===== config.mk =====
export PLATFORM = sky130hd
export DESIGN_NAME = bcd_conv_arbiter
export DESIGN_NICKNAME = d
export VERILOG_FILES = /design/src/rtl/bcd_conv_arbiter.sv
export SDC_FILE = /design/constraint.sdc
export NUM_CORES = 1
export LEC_CHECK = 0
export BUFFER_PORTS_ARGS = -buffer_cell sky130_fd_sc_hd__buf_2
export CAP_MARGIN = 20
export CORE_MARGIN = 8
export CORE_UTILIZATION = 38
export DETAILED_ROUTE_END_ITERATION = 8
export PLACE_DENSITY_LB_ADDON = 0.12
export SYNTH_ARGS = -nofsm -noshare
export SYNTH_HDL_FRONTEND = slang
export SYNTH_SLANG_ARGS = --single-unit

===== constraint.sdc =====
create_clock -name clk -period 1.8 [get_ports clk]
set_input_delay 0.36 -clock clk [delete_from_list [all_inputs] [get_ports clk]]
set_output_delay 0.36 -clock clk [all_outputs]
set_load 0.005 [all_outputs]

===== src/rtl/bcd_conv_arbiter.sv =====
// Iterative double-dabble binary-to-BCD converter shared by two round-robin requesters.
// Optional BCD_OVF_SAT_EN: saturate to all-nines and flag out_ovf when input exceeds range.
module bcd_conv_arbiter #(
   parameter int unsigned BIN_W  = 14,
   parameter int unsigned DIGITS = 4
) (
   input  logic                  clk,
   input  logic                  rst,
   input  logic                  req0_valid,
   output logic                  req0_ready,
   input  logic [BIN_W-1:0]      req0_bin,
   input  logic                  req1_valid,
   output logic                  req1_ready,
   input  logic [BIN_W-1:0]      req1_bin,
   output logic                  out_valid,
   input  logic                  out_ready,
   output logic [4*DIGITS-1:0]   out_bcd,
   output logic                  out_id,
   output logic                  out_ovf,
   output logic                  busy
);

   localparam int unsigned BCD_W = 4 * DIGITS;
   localparam int unsigned CNT_W = $clog2(BIN_W + 1);

   typedef enum logic [1:0] {StIdle, StShift, StDone} state_e;

   state_e             state_q, state_d;
   logic               rr_q, rr_d;
   logic [BIN_W-1:0]   bin_q, bin_d;
   logic [BCD_W-1:0]   bcd_q, bcd_d, bcd_adj;
   logic [CNT_W-1:0]   cnt_q, cnt_d;
   logic               id_q, id_d;
   logic               grant, accept, idle_ok;
   logic [BIN_W-1:0]   sel_bin;

`ifdef BCD_OVF_SAT_EN
   function automatic int unsigned pow10(input int unsigned n);
      int unsigned r;
      r = 1;
      for (int unsigned i = 0; i < n; i++) r = r * 10;
      return r;
   endfunction

   localparam logic [31:0] BCD_MAX = 32'(pow10(DIGITS) - 1);

   logic ovf_q, ovf_d;
`endif

   // rr_q high means requester 1 is favoured on a tie
   assign grant      = req1_valid & (~req0_valid | rr_q);
   assign idle_ok    = (state_q == StIdle) & ~rst;
   assign req0_ready = idle_ok & req0_valid & ~grant;
   assign req1_ready = idle_ok & req1_valid & grant;
   assign accept     = req0_ready | req1_ready;
   assign sel_bin    = grant ? req1_bin : req0_bin;

   always_comb begin
      bcd_adj = bcd_q;
      for (int i = 0; i < int'(DIGITS); i++) begin
         if (bcd_q[4*i +: 4] >= 4'd5) bcd_adj[4*i +: 4] = bcd_q[4*i +: 4] + 4'd3;
      end
   end

   always_comb begin
      state_d = state_q;
      rr_d    = rr_q;
      bin_d   = bin_q;
      bcd_d   = bcd_q;
      cnt_d   = cnt_q;
      id_d    = id_q;
`ifdef BCD_OVF_SAT_EN
      ovf_d   = ovf_q;
`endif
      unique case (state_q)
         StIdle: begin
            if (accept) begin
               bin_d   = sel_bin;
               bcd_d   = '0;
               cnt_d   = CNT_W'(BIN_W);
               id_d    = grant;
               rr_d    = ~grant;
`ifdef BCD_OVF_SAT_EN
               ovf_d   = (32'(sel_bin) > BCD_MAX);
`endif
               state_d = StShift;
            end
         end
         StShift: begin
            // high bits leaving the top digit are intentionally dropped
            bcd_d = {bcd_adj[BCD_W-2:0], bin_q[BIN_W-1]};
            bin_d = {bin_q[BIN_W-2:0], 1'b0};
            cnt_d = cnt_q - CNT_W'(1);
            if (cnt_q == CNT_W'(1)) state_d = StDone;
         end
         StDone: begin
            if (out_ready) state_d = StIdle;
         end
         default: state_d = StIdle;
      endcase
   end

   always_ff @(posedge clk) begin
      if (rst) begin
         state_q <= StIdle;
         rr_q    <= 1'b0;
         bin_q   <= '0;
         bcd_q   <= '0;
         cnt_q   <= '0;
         id_q    <= 1'b0;
`ifdef BCD_OVF_SAT_EN
         ovf_q   <= 1'b0;
`endif
      end else begin
         state_q <= state_d;
         rr_q    <= rr_d;
         bin_q   <= bin_d;
         bcd_q   <= bcd_d;
         cnt_q   <= cnt_d;
         id_q    <= id_d;
`ifdef BCD_OVF_SAT_EN
         ovf_q   <= ovf_d;
`endif
      end
   end

   assign out_valid = (state_q == StDone) & ~rst;
   assign busy      = (state_q != StIdle) & ~rst;
   assign out_id    = id_q;

`ifdef BCD_OVF_SAT_EN
   assign out_bcd = ovf_q ? {DIGITS{4'h9}} : bcd_q;
   assign out_ovf = ovf_q;
`else
   assign out_bcd = bcd_q;
   assign out_ovf = 1'b0;
`endif

endmodule


# After elaboration in Yosys (flattened, before gate mapping)
# Cells that the tools add are included.
# word_totals
reg_bits	38
inputBits	33
# classes
addsub	5
order_cmp	4
n_eq_ne	6
mux	15
bitwise_logic	13
n_reduce_logical	6
# ops
op	count
case mux 16 bit (2 select lines)	1
two-way mux 14 bit	2
case mux 14 bit (2 select lines)	1
greater-or-equal comparator 4 x 3 -> 1 bit, second input constant	4
two-way mux 16 bit	1
two-way mux 4 bit	4
adder 4 x 2 -> 4 bit, second input constant	3
AND 1 bit	8
case mux 4 bit (2 select lines)	1
two-way mux 2 bit	3
!= test 2 bit, second input constant	3
case mux 2 bit (3 select lines)	1
equality test 4 x 1 -> 1 bit, second input constant	1
AND reduction 2 bit	2
nonzero test 2 bit	2
subtractor 4 x 1 -> 4 bit, second input constant	1
adder 3 x 2 -> 3 bit, second input constant	1
two-way mux 3 bit	1
NOT 1 bit	3
AND reduction 3 bit	1
equality test 2 x 1 -> 1 bit, second input constant	1
equality test 2 bit, second input constant	1
zero test 2 bit	1
OR 1 bit	2

# Longest topological paths before layout
# Gate-level depths: netlist (run 1).
# depth
depth_word	8
mapped_depth	7
ltp_nobuf	6

# Least setup slack after synthesis (run 1)
# No wires, ideal clock.
# synth_timing
path_type	input to register
start	in req1_valid
end	reg bin_q[10]
setup_ns	0.096
arrival_ns	1.376
t_required_ns	1.704
slack_ns	0.328
stages	5
n_path_buf	2
path_cell_list	buf_2 nor3_2 or3_4 buf_6 o41ai_2
# synth_via
elab_chain_cells	6
word_cells_on_any_way	11
classes_between	eq/ne: 1; mux: 3; bitwise: 6; reduce/logical: 1
# synth_rtl
element	line_no	source
start, declared	12	input logic req1_valid,
AND 1 bit	51	assign grant = req1_valid & (~req0_valid | rr_q);
NOT 1 bit	53	assign req0_ready = idle_ok & req0_valid & ~grant;
AND 1 bit	53	
OR 1 bit	55	assign accept = req0_ready | req1_ready;
!= test 2 bit (no line)	n/a	
AND reduction 2 bit (no line)	n/a	
end signal, assigned	117	bin_q <= bin_d;
end, declared	30	logic [BIN_W-1:0] bin_q, bin_d;
# Parallel ways exist; a longest one is shown, timed or not. The select of a mux whose other input is x is not followed.
# A chain may end at the register's enable or synchronous reset.

# Worst setup path after layout (run 1)
# layout_timing
start	reg rr_q
end	out req0_ready
# layout_via
elab_chain_cells	4
# layout_rtl
element	line_no	source
start, declared	29	logic rr_q, rr_d;
start signal, assigned	116	rr_q <= rr_d;
OR 1 bit	51	
AND 1 bit	51	
NOT 1 bit	53	
AND 1 bit	53	
end, declared	10	output logic req0_ready,
# No other way between the ends.

==> results of run 1 <==
-- per-stage QoR --
stage               cells  utilization [%]  worst slack (ns)  cell area [sq um]  hold WS [ns]
global route          368             47.5            0.0403               2570         0.354
finish                368             47.5             0.143               2570         0.367
global placement      361             45.2             0.121               2440         0.435
floorplan             241                -             0.328               2090         0.420
detailed placement    361             45.2            0.0848               2440         0.441
CTS                   368             47.3            0.0465               2560         0.359
-- tightest hold or removal path, stage by stage --
cell and delay (ns):
buf_2 0.09, nor2_1 0.09, o41ai_1 0.06
-- metal layers --
metal	wire length [um]	track usage, %	vias up
li1	-	-	947
met1	2510	16.2	843
met2	2190	19.7	39
met3	257	4.24	7
met4	73	4.99	0
met5	0	0	-
-- Yosys cell counts, drive strengths merged, types with 6 or more instances --
master   n  share of area [%]
a22o    11                4.6
nor2b   17                5.1
a21oi   11                2.6
nand2   17                3.0
buf      9                2.6
ha      10                6.0
nor2    38                6.8
dfxtp   38                 36
inv     10                1.8
nand2b   9                2.7
clkbuf   6                1.1
o41ai   12                8.2
o21ai    8                1.9
-- state kept, by name, indices dropped and copies added (netlist names) --
signal and cells:
state_q 2, cnt_q 4, out_bcd 16, out_id 1, bin_q 14, rr_q 1
-- how the worst max path moves through the flow --
stage	end	depth (start not counted)
6_report	req0_ready	4
5_1_grt	bin_q[8]	5
4_1_cts	out_bcd[15]	3
3_5_place_dp	out_bcd[15]	3
3_3_place_gp	out_bcd[15]	3
2_1_floorplan	bin_q[10]	5
-- area by class of cell --
type / count / area (sq um) / area share [%]
flip-flops and latches: 38 / 761 / 29.6
clock inverters: 1 / 30.0 / 1.17
multi-input cells: 178 / 1220 / 47.7
repair buffers: 63 / 340 / 13.3
well taps: 72 / 90.1 / 3.51
clock buffers: 6 / 82.6 / 3.22
inverters: 10 / 37.5 / 1.46
-- logic make-up (layout without fill, tap and decap cells) --
family	count (synthesis)	after routing	synth area share, %
AO/OA/AOI/OAI	57	57	23.4
XOR/XNOR	9	9	3.77
adder cells (fa/ha/maj)	10	10	5.98
buffers and inverters	25	80	5.56
flip-flops	38	38	36.3
multiplexers	5	5	2.39
other	1	1	0.179
AND/OR/NAND/NOR	96	96	22.4
-- report_power, final --
group	leakage, uW	internal [uW]	switching (uW)	total, uW
combinational	0.000818	140	156	297
clock	0.0000573	443	281	724
sequential	0.000312	892	35.2	928
total	0.00119	1480	472	1950
==> flow_metrics.env, run 1 <==
export IMPL_outcome="completed"
export IMPL_maxCapViolCount=0
export IMPL_routabilityCongestion=0.742
export IMPL_yosysWarnings=0
export IMPL_drt_total_wl_mm=5.04
export IMPL_tightest_slew_ns=0.555
export IMPL_skew_ns=0.00305
export IMPL_rsz0062_at_grt="false"
export IMPL_n_antenna_cell=0
export IMPL_clk_pin_slew_worst_paths_ns=0.07
export IMPL_ys_seq_area_share_pct=36.3
export IMPL_path_delay_family="simple AND/OR/NAND/NOR gates"
export IMPL_cp_end_kind="output port"
export IMPL_syn_cell_area_sq_um=2090
export IMPL_cts_hold_buf=0
export IMPL_synth_edff_count=0
export IMPL_reg2regPathDepth=5
export IMPL_drv_slew=0
export IMPL_hold_viol_final=0
export IMPL_fmax_mhz=604
export IMPL_hold_depth=3
export IMPL_vdd_ir_drop_max_v=0.000413
export IMPL_crit_type="reg2out"
export IMPL_num_vias=1836
export IMPL_coreArea_sq_um=5410
export IMPL_fp_dieArea_sq_um=8140
export IMPL_p_leak_uw=0.00119
export IMPL_drtPass1Iterations=4
export IMPL_initial_core_util_pct=38.7
export IMPL_clock_sinks=38
export IMPL_grt_pass1_vias=1811
export IMPL_root_buffer="clkbuf_8"
export IMPL_die_width_um=90.2
export IMPL_drt_iter0_drc=71
export IMPL_setup_tns_ns=0
export IMPL_ant_nets=0
export IMPL_power_uw=1950
export IMPL_powerDensity_nw_per_um2=759
export IMPL_setup_viol=0
export IMPL_post_cts_resized=0
export IMPL_syn_num_nets=284
export IMPL_post_cts_buffers=0
export IMPL_crit_fanout=6
export IMPL_dpl_hpwl_mm=3.77
export IMPL_antenna_found_initial=0
export IMPL_layout_common_cells="buf_2 (53), dfxtp_1 (38), nor2_1 (37)"
export IMPL_insertion_delay_ns=0.28
export IMPL_grt_usage_pct=12.9
export IMPL_crit_buf_inv=1
export IMPL_layout_commonest_cell="buf_2"
export IMPL_worstPathArrival_ns=1.30
export IMPL_cp_slowest_cell="dfxtp_1"
export IMPL_fin_crit_sh_pct=92.0
export IMPL_min_to="bin_q[2]"
export IMPL_max_stage_delay_ns=0.35
export IMPL_cts_tree="done"
export IMPL_grt_overflow_total=0
export IMPL_netlist_instances=241
export IMPL_fp_row_count=27
export IMPL_ios=55
export IMPL_r2r_end="bin_q[8]"
export IMPL_cp_startpoint="rr_q"
export IMPL_async_flop_share_pct=0
export IMPL_r2r_start="state_q[0]"
export IMPL_cts_max_path_buffers=2
export IMPL_grt_pass1_wl_mm=8.69
export IMPL_cp_cell_sequence="nand2b_1 -> nand2_1 -> and3_1 -> buf_2"
export IMPL_hold_path_class="in2reg"
export IMPL_wire_per_inst_um=13.7
export IMPL_h_tree_depth=2
export IMPL_synth_ff_type="dfxtp_1"
export IMPL_ff2ff_setup_slack_ns=0.19
export IMPL_startpoint_type="register"
export IMPL_grt_start_max_net_pins=15
export IMPL_syn_to_final_growth_pct=22.6
export IMPL_num_fill_cells=564
export IMPL_die_h_um=90.2
export IMPL_drc=0
export IMPL_required_ns=1.44
export IMPL_relSlewSlack_pct=63.0
export IMPL_yosys_register_bits=38
export IMPL_cts_made_buffers=5
export IMPL_fin_crit_ns=1.66
export IMPL_postSynthAreaPerCell_sq_um=8.69
export IMPL_hp_start="req0_bin[2]"
export IMPL_synth_cell_types=41
export IMPL_nets=339
export IMPL_drive_gt1_share_pct=29.4
export IMPL_placement_io_buffers=53
export IMPL_viasPerCell=4.99
(Power assumes the default switching activity.)
==> run 2, diff against run 1 <==
--- a/config.mk
+++ b/config.mk
@@ -7,8 +7,10 @@
 export LEC_CHECK = 0
 export BUFFER_PORTS_ARGS = -buffer_cell sky130_fd_sc_hd__buf_2
 export CAP_MARGIN = 20
+export CELL_PAD_IN_SITES_DETAIL_PLACEMENT = 1
+export CELL_PAD_IN_SITES_GLOBAL_PLACEMENT = 2
 export CORE_MARGIN = 8
-export CORE_UTILIZATION = 38
+export CORE_UTILIZATION = 30
 export DETAILED_ROUTE_END_ITERATION = 8
 export PLACE_DENSITY_LB_ADDON = 0.12
 export SYNTH_ARGS = -nofsm -noshare
==> flow_metrics.env, run 2 (synthesis results as in run 1) <==
export IMPL_drt_total_wl_mm=5.74
export IMPL_grt_start_max_net_pins=16
export IMPL_hold_path_class="in2reg"
export IMPL_drtPass1Iterations=4
export IMPL_ios=55
export IMPL_n_antenna_cell=0
export IMPL_startpoint_type="register"
export IMPL_routabilityCongestion=0.719
export IMPL_fp_dieArea_sq_um=9910
export IMPL_drc=0
export IMPL_fmax_mhz=587
export IMPL_grt_overflow_total=0
export IMPL_worstPathArrival_ns=1.34
export IMPL_reg2regPathDepth=6
export IMPL_drt_iter0_drc=46
export IMPL_crit_fanout=9
export IMPL_cp_end_kind="output port"
export IMPL_grt_usage_pct=11.9
export IMPL_dpl_hpwl_mm=4.36
export IMPL_powerDensity_nw_per_um2=756
export IMPL_vdd_ir_drop_max_v=0.000249
export IMPL_skew_ns=0.00914
export IMPL_setup_tns_ns=0
export IMPL_fin_crit_sh_pct=94.7
export IMPL_crit_type="reg2out"
export IMPL_cts_hold_buf=0
export IMPL_largest_register_ffs=16
export IMPL_drv_slew=0
export IMPL_hold_viol_final=0
export IMPL_nets=342
export IMPL_grt_pass1_wl_mm=9.71
export IMPL_initial_core_util_pct=31.0
export IMPL_num_vias=1883
export IMPL_setup_viol=0
export IMPL_die_width_um=99.5
export IMPL_cp_cell_sequence="buf_4 -> nor3_2 -> and3_1 -> buf_2"
export IMPL_post_cts_buffers=0
export IMPL_wire_per_inst_um=15.1
export IMPL_maxCapViolCount=0
export IMPL_drive_gt1_share_pct=30.3
export IMPL_root_buffer="clkbuf_8"
export IMPL_syn_to_final_growth_pct=24.3
export IMPL_fin_crit_ns=1.70
export IMPL_required_ns=1.44
export IMPL_tightest_slew_ns=0.599
export IMPL_crit_buf_inv=2
export IMPL_regArea_sq_um=761
export IMPL_outcome="completed"
export IMPL_coreArea_sq_um=6760
export IMPL_max_stage_delay_ns=0.35
export IMPL_relSlewSlack_pct=60.0
export IMPL_insertion_delay_ns=0.29
export IMPL_h_tree_depth=2
export IMPL_layout_commonest_cell="buf_2"
export IMPL_num_fill_cells=841
export IMPL_cts_tree="done"
export IMPL_fin_hold_ws_ns=0.369
export IMPL_multi_input_area_sq_um=1230
export IMPL_fp_row_count=30
export IMPL_cp_slowest_cell="dfxtp_1"
export IMPL_clock_sinks=38
export IMPL_layout_common_cells="buf_2 (53), dfxtp_1 (38), nor2_1 (37)"
export IMPL_ant_nets=0
export IMPL_path_delay_family="simple AND/OR/NAND/NOR gates"
export IMPL_antenna_found_initial=0
export IMPL_cts_max_path_buffers=2
export IMPL_viasPerCell=4.96
export IMPL_clk_pin_slew_worst_paths_ns=0.08
export IMPL_hold_depth=3
export IMPL_die_h_um=99.5
export IMPL_path_depth=4
export IMPL_cts_made_buffers=5
export IMPL_p_leak_uw=0.00120
export IMPL_placement_io_buffers=53
export IMPL_grt_pass1_vias=2021
export IMPL_rsz0062_at_grt="false"
-- run 2: cell types whose count changed in the layout (fill, tap and decap cells not counted) --
| cell | before | now |
|---|---|---|
| a21o_1 | 0 | 1 |
| nand2b_1 | 9 | 8 |
| nand2b_2 | 0 | 1 |
| clkinvlp_4 | 0 | 2 |
| a21o_2 | 1 | 0 |
| buf_4 | 10 | 13 |
| clkbuf_8 | 6 | 5 |
-- run 2: tightest hold or removal path, delay by kind of cell --
| kind | cells | cell delay [ns] |
|---|---|---|
| AOI/OAI and AO/OA | 1 | 0.14 |
| buffers and inverters | 1 | 0.07 |
| muxes | 1 | 0.06 |
-- run 2: final timing paths --
| check | from | to | slack [ns] |
|---|---|---|---|
| worst max-delay path | state_q[0] | req1_ready | 0.1 |
| worst min-delay path | req1_bin[0] | bin_q[0] | 0.37 |
| worst max register to register | out_bcd[5] | out_bcd[6] | 0.26 |
| worst min register to register | bin_q[2] | bin_q[2] | 0.46 |
-- run 2: per-layer routing --
layer  share of wire (%)  wire, um  track usage (%)
met1                  48      2750             14.3
met2                  46      2650             20.2
met3                 5.3       306             3.70
met4                0.59        34             2.79
met5                   0         0                0
-- run 2: area by class of cell --
cell class | count | area share [%]
Tap cell | 80 | 3.85
Multi-Input combinational cell | 178 | 47.1
Sequential cell | 38 | 29.2
Inverter | 10 | 1.44
Timing Repair Buffer | 66 | 13.9
Clock buffer | 5 | 2.65
Clock inverter | 3 | 1.73
-- run 2: repair_timing --
item                                    in CTS  in global routing
endpoints found under the setup margin       2                  2
cloned                                       0                  0
pin swaps                                    0                  0
gates resized for setup                      1                  2
-- run 2: per-stage QoR --
step	util (%)	setup slack, ns	cell area, sq um	power (uW)	instances
final	38.5	0.0955	2600	1970	380
after CTS	38.4	0.0753	2600	2000	380
after detailed placement	36.7	0.176	2480	1260	372
after floorplan	-	0.328	2090	1140	241
after global routing	38.5	0.0394	2600	2080	380
after global placement	36.7	0.179	2480	1260	372
-- run 2: power breakdown --
group | internal [uW] | total [uW] | leakage, uW | switching (uW)
registers | 892 | 925 | 0.000312 | 33.0
clock network | 412 | 731 | 0.0000504 | 318
logic | 146 | 311 | 0.000833 | 165
total | 1450 | 1970 | 0.00120 | 517
